$ cat config.mk
export PLATFORM = sky130hd
export DESIGN_NAME = cw305_pulpino_mailbox
export DESIGN_NICKNAME = d
export VERILOG_FILES = /design/src/rtl/cw305_pulpino_mailbox.sv
export SDC_FILE = /design/constraint.sdc
export NUM_CORES = 1
export LEC_CHECK = 0
export CAP_MARGIN = 20
export CORE_MARGIN = 2
export CORE_UTILIZATION = 54
export CTS_BUF_LIST = sky130_fd_sc_hd__clkbuf_2 sky130_fd_sc_hd__clkbuf_4 sky130_fd_sc_hd__clkbuf_8
export DETAILED_ROUTE_END_ITERATION = 8
export GPL_TIMING_DRIVEN = 0
export PLACE_DENSITY = 0.95
export SYNTH_ARGS = -nofsm -noshare
export SYNTH_HDL_FRONTEND = slang
export SYNTH_SLANG_ARGS = --single-unit
export TNS_END_PERCENT = 1
$ cat constraint.sdc
create_clock -name crypto_clk -period 5.5 [get_ports crypto_clk]
set_input_delay 0.55 -clock crypto_clk [delete_from_list [all_inputs] [get_ports crypto_clk]]
set_output_delay 0.55 -clock crypto_clk [all_outputs]
set_load 0.05 [all_outputs]
$ cat src/rtl/cw305_pulpino_mailbox.sv
// Host <-> PULPino mailbox for the CW305 target.
//
// Host-to-core: each rising edge of the send strobe pushes I_ext_data into a small
// first-word-fall-through FIFO that the core drains through a valid/ready port.
// Core-to-host: a one-byte holding register. The core hands over a byte when the
// register is empty, and the host releases it with a rising edge of the receive ack.
//
// Ports
//   crypto_clk       clock; all state changes on its rising edge
//   reset_n_i        synchronous active-low reset
//   I_ext_data       host byte to send (already in the crypto_clk domain)
//   I_ext_flags      [0] send strobe, [1] receive ack, [2] overflow clear
//   O_pulpino_data   last byte received from the core
//   O_pulpino_flags  [0] out_valid, [1] full, [2] overflow, [3] empty, [6:4] count
//   core_rx_*        FIFO output to the core (valid/ready)
//   core_tx_*        byte input from the core (valid/ready)
module cw305_pulpino_mailbox #(
  parameter int unsigned pDEPTH     = 4,
  parameter int unsigned pCNT_WIDTH = 3
) (
  input  logic       crypto_clk,
  input  logic       reset_n_i,
  input  logic [7:0] I_ext_data,
  input  logic [7:0] I_ext_flags,
  output logic [7:0] O_pulpino_data,
  output logic [7:0] O_pulpino_flags,
  output logic [7:0] core_rx_data,
  output logic       core_rx_valid,
  input  logic       core_rx_ready,
  input  logic [7:0] core_tx_data,
  input  logic       core_tx_valid,
  output logic       core_tx_ready
);

  localparam int unsigned PtrW = (pDEPTH > 1) ? $clog2(pDEPTH) : 1;
  localparam logic [pCNT_WIDTH-1:0] CntFull = pCNT_WIDTH'(pDEPTH);

  typedef enum logic [0:0] {StIdle, StHold} tx_state_e;

  // Host flag edge detection
  logic [2:0] prev_flags_q;
  logic       send_ev, ack_ev, clr_ev;
  logic       unused_flags;

  assign unused_flags = ^I_ext_flags[7:3];
  assign send_ev      = I_ext_flags[0] & ~prev_flags_q[0];
  assign ack_ev       = I_ext_flags[1] & ~prev_flags_q[1];
  assign clr_ev       = I_ext_flags[2] & ~prev_flags_q[2];

  // Loaded during reset too, so a flag held high across reset release is not an edge.
  always_ff @(posedge crypto_clk) begin
    prev_flags_q <= I_ext_flags[2:0];
  end

  // Host-to-core FIFO
  logic [7:0]            mem_q [pDEPTH];
  logic [PtrW-1:0]       wptr_q, wptr_d;
  logic [PtrW-1:0]       rptr_q, rptr_d;
  logic [pCNT_WIDTH-1:0] count_q, count_d;
  logic                  ovf_q, ovf_d;
  logic                  full, empty, push, pop, drop;

  assign full  = (count_q == CntFull);
  assign empty = (count_q == '0);
  assign pop   = core_rx_valid & core_rx_ready;
  // A pop in the same cycle frees the slot, so a push into a full FIFO still lands.
  assign push  = send_ev & (~full | pop);
  assign drop  = send_ev & full & ~pop;

  assign core_rx_valid = ~empty;
  assign core_rx_data  = mem_q[rptr_q];

  always_comb begin
    wptr_d  = wptr_q;
    rptr_d  = rptr_q;
    count_d = count_q;
    ovf_d   = ovf_q;
    if (push) wptr_d = wptr_q + 1'b1;
    if (pop)  rptr_d = rptr_q + 1'b1;
    unique case ({push, pop})
      2'b10:   count_d = count_q + 1'b1;
      2'b01:   count_d = count_q - 1'b1;
      default: count_d = count_q;
    endcase
    // A new overflow wins over a simultaneous clear.
    if (drop)        ovf_d = 1'b1;
    else if (clr_ev) ovf_d = 1'b0;
  end

  always_ff @(posedge crypto_clk) begin
    if (!reset_n_i) begin
      wptr_q  <= '0;
      rptr_q  <= '0;
      count_q <= '0;
      ovf_q   <= 1'b0;
    end else begin
      wptr_q  <= wptr_d;
      rptr_q  <= rptr_d;
      count_q <= count_d;
      ovf_q   <= ovf_d;
    end
  end

  // Storage is not reset; the pointers and count define what is valid.
  always_ff @(posedge crypto_clk) begin
    if (reset_n_i && push) mem_q[wptr_q] <= I_ext_data;
  end

  // Core-to-host holding register
  tx_state_e  tx_state_q, tx_state_d;
  logic [7:0] out_data_q, out_data_d;

  always_comb begin
    tx_state_d    = tx_state_q;
    out_data_d    = out_data_q;
    core_tx_ready = 1'b0;
    unique case (tx_state_q)
      StIdle: begin
        core_tx_ready = 1'b1;
        if (core_tx_valid) begin
          tx_state_d = StHold;
          out_data_d = core_tx_data;
        end
      end
      StHold: begin
        if (ack_ev) tx_state_d = StIdle;
      end
      default: tx_state_d = StIdle;
    endcase
  end

  always_ff @(posedge crypto_clk) begin
    if (!reset_n_i) begin
      tx_state_q <= StIdle;
      out_data_q <= 8'h00;
    end else begin
      tx_state_q <= tx_state_d;
      out_data_q <= out_data_d;
    end
  end

  // Status decoded from registered state only.
  logic [2:0] count3;
  assign count3 = 3'(count_q);

  assign O_pulpino_data  = out_data_q;
  assign O_pulpino_flags = {1'b0, count3, empty, ovf_q, full, tx_state_q == StHold};

endmodule
# == Word-level counts from Yosys, hierarchy flattened ==
# Memory sizes are Yosys's and may differ from the RTL's. A register that Yosys moved wholly into a read port is not among the register bits.
# Cells that the tools add are included.
# word_totals
ff_bits,20
mem_bits_rw,32
in_bits,28
out_inout_bits,26
n_memories,1
# op_classes
addsub,4
eq_ne,3
n_mux,11
bitwise_logic,15
n_reduce_logical,5
# mem_list
memory,depth,word_bits,rd,rd_clocked_by_memory_dff,wr,line_no,source
mem_q,4,8,1,1,1,56,logic [7:0] mem_q [pDEPTH];
# ops
cell,count
$and A1 B1 Y1,7
$mux W1,7
$not A1 Y1,7
$pmux W3 S2,1
$add A2 B1 Y2 const B,2
$mux W2,2
$reduce_bool A2 Y1,2
$add A3 B1 Y3 const B,1
$eq A3 B3 Y1 const B,1
$logic_not A3 Y1,1
$sub A3 B1 Y3 const B,1
$eq A2 B1 Y1 const B,1
$eq A2 B2 Y1 const B,1
$pmux W1 S2,1
$reduce_and A2 Y1,1
$logic_and A1 B1 Y1,1
$or A1 B1 Y1,1

# == Depth between registers and ports, before layout ==
# Gate-level depths: netlist of the first run.
# logic_depth
depth_word,8
mapped_depth,9
ltp_nobuf,9

# == Worst setup path after synthesis of the first run ==
# OpenSTA, ideal clock, no wires.
# synth_timing
path_kind,register to register
startpoint,reg count_q[2] (netlist: count3[2])
endpoint,reg count_q[2] (netlist: count3[2])
setup_time_ps,76
arrival_time_ps,2449
t_required_ps,5424
slack_ps,2975
path_stages_with_launch,10
path_buffers,0
period_less_slack_ps,2525
cell_sequence,dfxtp_1 > nor4b_1 > nor3b_2 > inv_1 > ha_1 > inv_1 > fa_1 > xor2_1 > or3_1 > a21boi_0
# synth_via
elab_chain_len,7
word_cells_on_any_way,13
# synth_rtl
item,line_no,source
start: declaration,59,"logic [pCNT_WIDTH-1:0] count_q, count_d;"
start signal: assignment,99,count_q <= count_d;
$logic_not A3 Y1,64,assign empty = (count_q == '0);
$not A1 Y1,70,assign core_rx_valid = ~empty;
$and A1 B1 Y1,65,assign pop = core_rx_valid & core_rx_ready;
$or A1 B1 Y1,67,assign push = send_ev & (~full | pop);
$and A1 B1 Y1,67,
$eq A2 B1 Y1 or $eq A2 B2 Y1 (tied branches),80,"unique case ({push, pop})"
$pmux W3 S2 or $reduce_bool A2 Y1 (tied branches),--,
# Several ways; a longest one is shown, not always the timed one.
# A chain may end at the register's enable or synchronous reset.

# == Worst setup path after layout of the first run ==
# layout_timing
startpoint,in core_rx_ready
endpoint,reg count_q[2] (netlist: count3[2])
# layout_via
elab_chain_len,5
word_cells_on_any_way,7
# layout_rtl
item,line_no,source
start: declaration,29,"input logic core_rx_ready,"
$and A1 B1 Y1 (*),65,
$or A1 B1 Y1,67,
$and A1 B1 Y1,67,
$eq A2 B1 Y1 or $eq A2 B2 Y1 (tied branches),80,
$pmux W3 S2 or $reduce_bool A2 Y1 (tied branches),--,
# Every way passes the cells marked *; elsewhere a longest branch is shown, timed or not.

==> results of run 1 <==
## worst max path at each step
stage | startpoint | endpoint | slack, ns | depth (start not counted)
5_1_grt | core_rx_ready | count3[2]$_SDFFE_PN0P_ | 2.62 | 10
3_3_place_gp | core_rx_ready | count3[2]$_SDFFE_PN0P_ | 2.52 | 10
6_report | core_rx_ready | count3[2]$_SDFFE_PN0P_ | 2.79 | 10
2_1_floorplan | count3[2]$_SDFFE_PN0P_ | count3[2]$_SDFFE_PN0P_ | 2.97 | 9
3_5_place_dp | core_rx_ready | count3[2]$_SDFFE_PN0P_ | 2.49 | 10
4_1_cts | register | core_rx_data[0] | 2.78 | 3
## sequential cells by signal (all words and copies together), names as in the netlist, named ones only
signal and flops:
wptr_q 2, prev_flags_q 3, rptr_q 2, tx_state_q 1, ovf_q 1, count3 3
mem_q 32, O_pulpino_data 8
## cells in the final DEF (no fill, tap or decap), types with 2 or more instances in the layout
cell,instances
clkinvlp_4,2
or3_1,2
inv_1,10
clkbuf_8,5
ha_1,5
mux4_2,8
nand2_1,23
and3_2,4
buf_1,2
clkdlybuf4s50_1,47
a21boi_0,11
dfxtp_1,22
and2_1,3
buf_4,5
clkbuf_1,3
edfxtp_1,32
o21ai_0,7
mux2i_1,2
## stage by stage
stage	instance area (um2)	utilization	hold slack (ns)
global route	2760	0.737	0.472
CTS	2760	0.737	0.464
global placement	2670	0.714	0.438
finish	2760	0.737	0.469
detailed placement	2670	0.714	0.440
floorplan	2140	-	0.427
## layout make-up
cell class	instances	area, um2	area share
clock inverters	2	15.0	0.00544
multi-input cells	78	643	0.233
well taps	48	60.1	0.0218
inverters	10	37.5	0.0136
flip-flops and latches	54	1400	0.508
clock buffers	5	68.8	0.0250
repair buffers	47	470	0.171
plain buffers	11	61.3	0.0222
## cell families (layout without fill, tap and decap cells)
group / Yosys count / count (layout) / share of synthesized area
AO/OA/AOI/OAI: 19 / 19 / 0.0578
XOR/XNOR: 2 / 2 / 0.00817
adder cells (fa/ha/maj): 6 / 6 / 0.0385
buffers and inverters: 21 / 75 / 0.0461
flip-flops: 54 / 54 / 0.654
multiplexers: 10 / 10 / 0.0934
other: 1 / 1 / 0.00175
AND/OR/NAND/NOR: 40 / 40 / 0.100
## power by group through the flow
stage,sequential [mW],clock [mW],combinational (mW)
2_1_floorplan,0.517,0,0.261
3_3_place_gp,0.481,0,0.417
3_5_place_dp,0.482,0,0.426
4_1_cts,0.473,0.212,0.429
5_1_grt,0.478,0.227,0.454
6_report,0.473,0.206,0.424
## critical path, stage by stage
cell and delay, ns:
clkdlybuf4s50_1 0.47, nor4b_1 0.43, nor3b_2 0.18, inv_1 0.09, ha_1 0.17, inv_1 0.06
fa_1 0.37, xor2_1 0.16, or3_1 0.30, a21boi_0 0.16
## metal layers
layer  wire length [um]  vias up  part of all wire
li1                   -      640                 -
met4                 40        0             0.011
met3                223        5             0.060
met2               1830       44              0.49
met1               1600      641              0.43
met5                  0        -                 0
==> results.sh, run 1 <==
export IMPL_status="finished clean"
export IMPL_drv_cap=0
export IMPL_r2r_setup_slack_ns=3.11
export IMPL_arrival_ns=2.94
export IMPL_grtUsageTotal=0.190
export IMPL_clkPwrFrac=0.187
export IMPL_clock_skew_ns=0.00711
export IMPL_cts_buffers=5
export IMPL_worst_path_max_fanout=7
export IMPL_start_util=0.573
export IMPL_synth_area_um2=2140
export IMPL_die_w_um=67
export IMPL_dr_total_vias=1330
export IMPL_insertion_delay_ns=0.30
export IMPL_synthesis_nets=187
export IMPL_timing_fmax_mhz=369
export IMPL_drtPass1Iterations=4
export IMPL_viasPerCell=5.22
export IMPL_synth_top_cells_by_area="edfxtp_1 (45%), dfxtp_1 (21%), mux4_2 (8.4%), nand2_1 (4.0%), a21boi_0 (3.9%)"
export IMPL_cts_root_buffer="clkbuf_8"
export IMPL_ys_seq_area_frac=0.654
export IMPL_min_period_over_period=0.493
export IMPL_cts_tree="built"
export IMPL_synth_commonest_cells="edfxtp_1 (32), nand2_1 (23), dfxtp_1 (22)"
export IMPL_ant_nets=0
export IMPL_yosys_area_top_type_share=0.448
export IMPL_yosysWarnings=0
export IMPL_synth_avg_cell_area_um2=14.0
export IMPL_synthCells=153
export IMPL_min_to="tx_state_q$_SDFF_PN0_"
export IMPL_total_power_mw=1.10
export IMPL_yosys_cell_types_count=29
export IMPL_relSlewSlack=0.650
export IMPL_clk_path_buf_depth=2
export IMPL_powerDensity_nw_per_um2=400
export IMPL_setup_viol=0
export IMPL_clock_sinks=54
export IMPL_rsz0062_at_grt="no"
export IMPL_use_met3=0.0456
export IMPL_grt_pass1_wl_um=6120
export IMPL_path_clk_slew_ns=0.09
export IMPL_cp_start_kind="input pin"
export IMPL_switching_power_mw=0.393
export IMPL_internal_power_mw=0.710
export IMPL_end_kind="register"
export IMPL_io_buffers=47
export IMPL_fin_nets=241
export IMPL_wl_um=3690
export IMPL_worstRegToRegCells=9
export IMPL_grt_pass1_vias=1347
export IMPL_syn2layout_area_growth_pct=28.7
export IMPL_grt_start_max_net_pins=17
export IMPL_max_slew_worst_pin_slew_ns=0.523
export IMPL_cts_resized=0
export IMPL_p_sw_frac=0.356
export IMPL_final_max_slew_viol_count=0
export IMPL_async_flop_share=0
export IMPL_hold_violations=0
export IMPL_core_area_um2=3740
export IMPL_postCtsSetupRepairBufs=0
export IMPL_regToRegEndpoint="count3[2]$_SDFFE_PN0P_"
export IMPL_ir_worst_vdd_mv=0.352
export IMPL_drc=0
export IMPL_drive_gt1_frac=0.130
export IMPL_holdBufCountCts=0
export IMPL_crit_type="input pin to register"
export IMPL_grt_use_met1=0.239
export IMPL_antenna_found_initial=0
export IMPL_synth_edf_count=32
export IMPL_synthFlopType="edfxtp_1"
export IMPL_wire_per_inst_um=14.5
export IMPL_place_ws_ns=2.49
export IMPL_fin_ws_ns=2.79
export IMPL_num_rows=22
export IMPL_layoutNonFillerInstCount=255
export IMPL_globalplace_congestion=0.734
export IMPL_final_setup_tns_ns=0
export IMPL_die_y_um=67
export IMPL_pwr_share_comb=0.384
export IMPL_p_leak_nw=0.963
export IMPL_design_portCount=54
export IMPL_fillers=255
export IMPL_dieArea_um2=4490
export IMPL_detailed_place_hpwl_um=2650
export IMPL_seqPwrFrac=0.429
export IMPL_hold_class="register to register"
export IMPL_grt_remaining_overflow=0
export IMPL_diodes=0
export IMPL_yosys_area_top_type="edfxtp_1"
export IMPL_drt_iter0_markers=64
export IMPL_period_minus_slack_ns=2.71
export IMPL_cp_required_ns=5.73
export IMPL_placed_cells=248
export IMPL_hold_path_cell_count=2
export IMPL_grt_busiest_layer="met2"
export IMPL_htreeDepth=2
export IMPL_synth_most_common_cell="edfxtp_1"
export IMPL_ys_ff_latch=54
export IMPL_met2_usage=0.317
export IMPL_hp_start="prev_flags_q[1]$_DFF_P_"
export IMPL_r2r_start="count3[0]$_SDFFE_PN0P_"
(Power assumes the default switching activity.)
==> run 2, diff against run 1 <==
CORE_UTILIZATION = 50   (was 54)
PLACE_DENSITY = 0.92   (was 0.95)
clock period = 2.65 ns   (was 5.5 ns; I/O delays follow)
==> results.sh, run 2 (synthesized netlist as in run 1, its figures left out) <==
export IMPL_status="finished clean"
export IMPL_relSlewSlack=0.630
export IMPL_clock_skew_ns=0.00514
export IMPL_whs_ns=0.433
export IMPL_wire_per_inst_um=14.4
export IMPL_most_common_layout_cells="clkdlybuf4s50_1 (47), edfxtp_1 (32), nand2_1 (23)"
export IMPL_design_portCount=54
export IMPL_holdBufCountCts=0
export IMPL_insertion_delay_ns=0.30
export IMPL_largest_register_ffs=32
export IMPL_dieArea_um2=4830
export IMPL_io_buffers=47
export IMPL_setup_viol=0
export IMPL_globalplace_congestion=0.684
export IMPL_htreeDepth=2
export IMPL_total_power_mw=2.40
export IMPL_grt_pass1_vias=1333
export IMPL_hold_violations=0
export IMPL_cp_required_ns=2.88
export IMPL_hold_path_cell_count=1
export IMPL_clock_sinks=54
export IMPL_die_y_um=69.5
export IMPL_postCtsSetupRepairBufs=0
export IMPL_end_kind="register"
export IMPL_drc=0
export IMPL_grt_start_max_net_pins=16
export IMPL_cp_top_family="simple AND/OR/NAND/NOR gates"
export IMPL_cts_tree="built"
export IMPL_arrival_ns=2.74
export IMPL_hold_class="input pin to register"
export IMPL_worstRegToRegCells=9
export IMPL_syn2layout_area_growth_pct=30.2
export IMPL_grt_pass1_wl_um=6200
export IMPL_fin_nets=241
export IMPL_worst_path_max_fanout=7
export IMPL_fillers=303
export IMPL_viasPerCell=5.03
export IMPL_num_rows=23
export IMPL_core_area_um2=4060
export IMPL_max_stage_delay_ns=0.50
export IMPL_dr_total_vias=1297
export IMPL_drt_iter0_markers=66
export IMPL_final_max_slew_viol_count=0
export IMPL_min_period_over_period=0.946
export IMPL_critPathBufInv=3
export IMPL_diodes=0
export IMPL_path_clk_slew_ns=0.09
export IMPL_max_slew_worst_pin_slew_ns=0.547
export IMPL_critPathSlowestCell="nor4b_1"
export IMPL_p_leak_nw=0.986
export IMPL_antenna_found_initial=0
export IMPL_r2r_setup_slack_ns=0.17
export IMPL_critPathCapture="count3[2]$_SDFFE_PN0P_"
export IMPL_start_util=0.528
export IMPL_drive_gt1_frac=0.135
export IMPL_r2r_start="count3[0]$_SDFFE_PN0P_"
export IMPL_drtPass1Iterations=4
export IMPL_cp_cell_sequence="clkdlybuf4s50_1 -> nor4b_1 -> nor3b_2 -> inv_1 -> ha_1 -> inv_1 -> fa_1 -> xor2_1 -> or3_1 -> a21boi_0"
export IMPL_crit_type="input pin to register"
export IMPL_rsz0062_at_grt="no"
export IMPL_final_common_cell="clkdlybuf4s50_1"
export IMPL_clk_path_buf_depth=2
export IMPL_cts_buffers=5
export IMPL_ant_nets=0
export IMPL_drv_cap=0
export IMPL_cpMostUsedCell="inv_1"
export IMPL_period_minus_slack_ns=2.51
export IMPL_timing_fmax_mhz=399
export IMPL_wl_um=3720
export IMPL_regToRegEndpoint="count3[2]$_SDFFE_PN0P_"
export IMPL_cts_root_buffer="clkbuf_8"
export IMPL_ir_worst_vdd_mv=0.536
export IMPL_grtUsageTotal=0.166
export IMPL_detailed_place_hpwl_um=2690
export IMPL_die_w_um=69.5
export IMPL_crit_start="core_rx_ready"
export IMPL_grt_remaining_overflow=0
export IMPL_cp_num_cells=10
export IMPL_powerDensity_nw_per_um2=860
export IMPL_cts_resized=0
export IMPL_top_register="mem_q"
export IMPL_cp_start_kind="input pin"
==> run 2: changes by cell type in the layout (fill, tap and decap cells not counted), sizes merged <==
cell / before / now
bufinv: 0 / 1
clkinvlp: 2 / 0
clkbuf: 8 / 10
==> run 2: area by class of cell <==
| class | instances | area, um2 | area share |
|---|---|---|---|
| buffer | 11 | 61.3 | 0.0220 |
| clock buffer | 7 | 83.8 | 0.0300 |
| clock inverter | 1 | 30.0 | 0.0108 |
| inverter | 10 | 37.5 | 0.0135 |
| multi-input combinational | 78 | 643 | 0.230 |
| sequential | 54 | 1400 | 0.502 |
| tap | 50 | 62.6 | 0.0224 |
| timing repair buffer | 47 | 470 | 0.169 |
==> run 2: layer usage <==
metal	part of all wire	GRT usage	vias up	wire (um)
li1	-	-	646	-
met1	0.42	0.197	609	1570
met2	0.51	0.282	37	1910
met3	0.050	0.0422	5	188
met4	0.016	0.0763	0	58
met5	0	0	-	0
==> run 2: how the worst min path moves through the flow <==
stage,slack [ns],to,from
6_report,0.43,prev_flags_q[1]$_DFF_P_,I_ext_flags[1]
5_1_grt,0.44,prev_flags_q[1]$_DFF_P_,I_ext_flags[1]
3_5_place_dp,0.45,tx_state_q$_SDFF_PN0_,prev_flags_q[1]$_DFF_P_
2_1_floorplan,0.29,prev_flags_q[0]$_DFF_P_,I_ext_flags[0]
3_3_place_gp,0.44,tx_state_q$_SDFF_PN0_,prev_flags_q[1]$_DFF_P_
4_1_cts,0.42,prev_flags_q[1]$_DFF_P_,I_ext_flags[1]
==> run 2: worst reg2reg max path, cell delays in order (launching register included) <==
cell and delay [ns]:
dfxtp_1 0.36, nor4b_1 0.54, nor3b_2 0.19, inv_1 0.09, ha_1 0.18, inv_1 0.06
fa_1 0.37, xor2_1 0.16, or3_1 0.31, a21boi_0 0.16
==> run 2: stage by stage <==
step           setup WS (ns)  TNS, ns  utilization  instance area (um2)  cells
2_1_floorplan          0.125        0            -                 2140    153
3_3_place_gp          -0.106   -0.106        0.660                 2680    250
3_5_place_dp          -0.165   -0.165        0.660                 2680    250
4_1_cts                0.145        0        0.688                 2790    258
5_1_grt               0.0230        0        0.688                 2790    258
6_report               0.144        0        0.688                 2790    258
==> run 2: report_power, final <==
| group | total [mW] | leakage [nW] | switching (mW) | internal [mW] |
|---|---|---|---|---|
| Clock | 0.552 | 0.0593 | 0.248 | 0.303 |
| Combinational | 0.869 | 0.457 | 0.519 | 0.350 |
| Sequential | 0.979 | 0.470 | 0.0380 | 0.941 |
==> run 3, diff against run 2 <==
CORE_UTILIZATION = 54   (was 50)
CTS_CLUSTER_DIAMETER = 50   (was default)
PLACE_DENSITY = 0.95   (was 0.92)
clock period = 3.1 ns   (was 2.65 ns; I/O delays follow)
==> results of run 3 <==
Same layout as run 1 (identical final DEF). Status: finished clean.
Main changes from that run: setup slack after placement 2.49 ns -> 0.328 ns; setup slack after layout 2.79 ns -> 0.629 ns; register-to-register setup slack 3.11 ns -> 0.71 ns; total power 1.10 mW -> 1.96 mW; worst IR drop on VDD 0.352 mV -> 0.624 mV
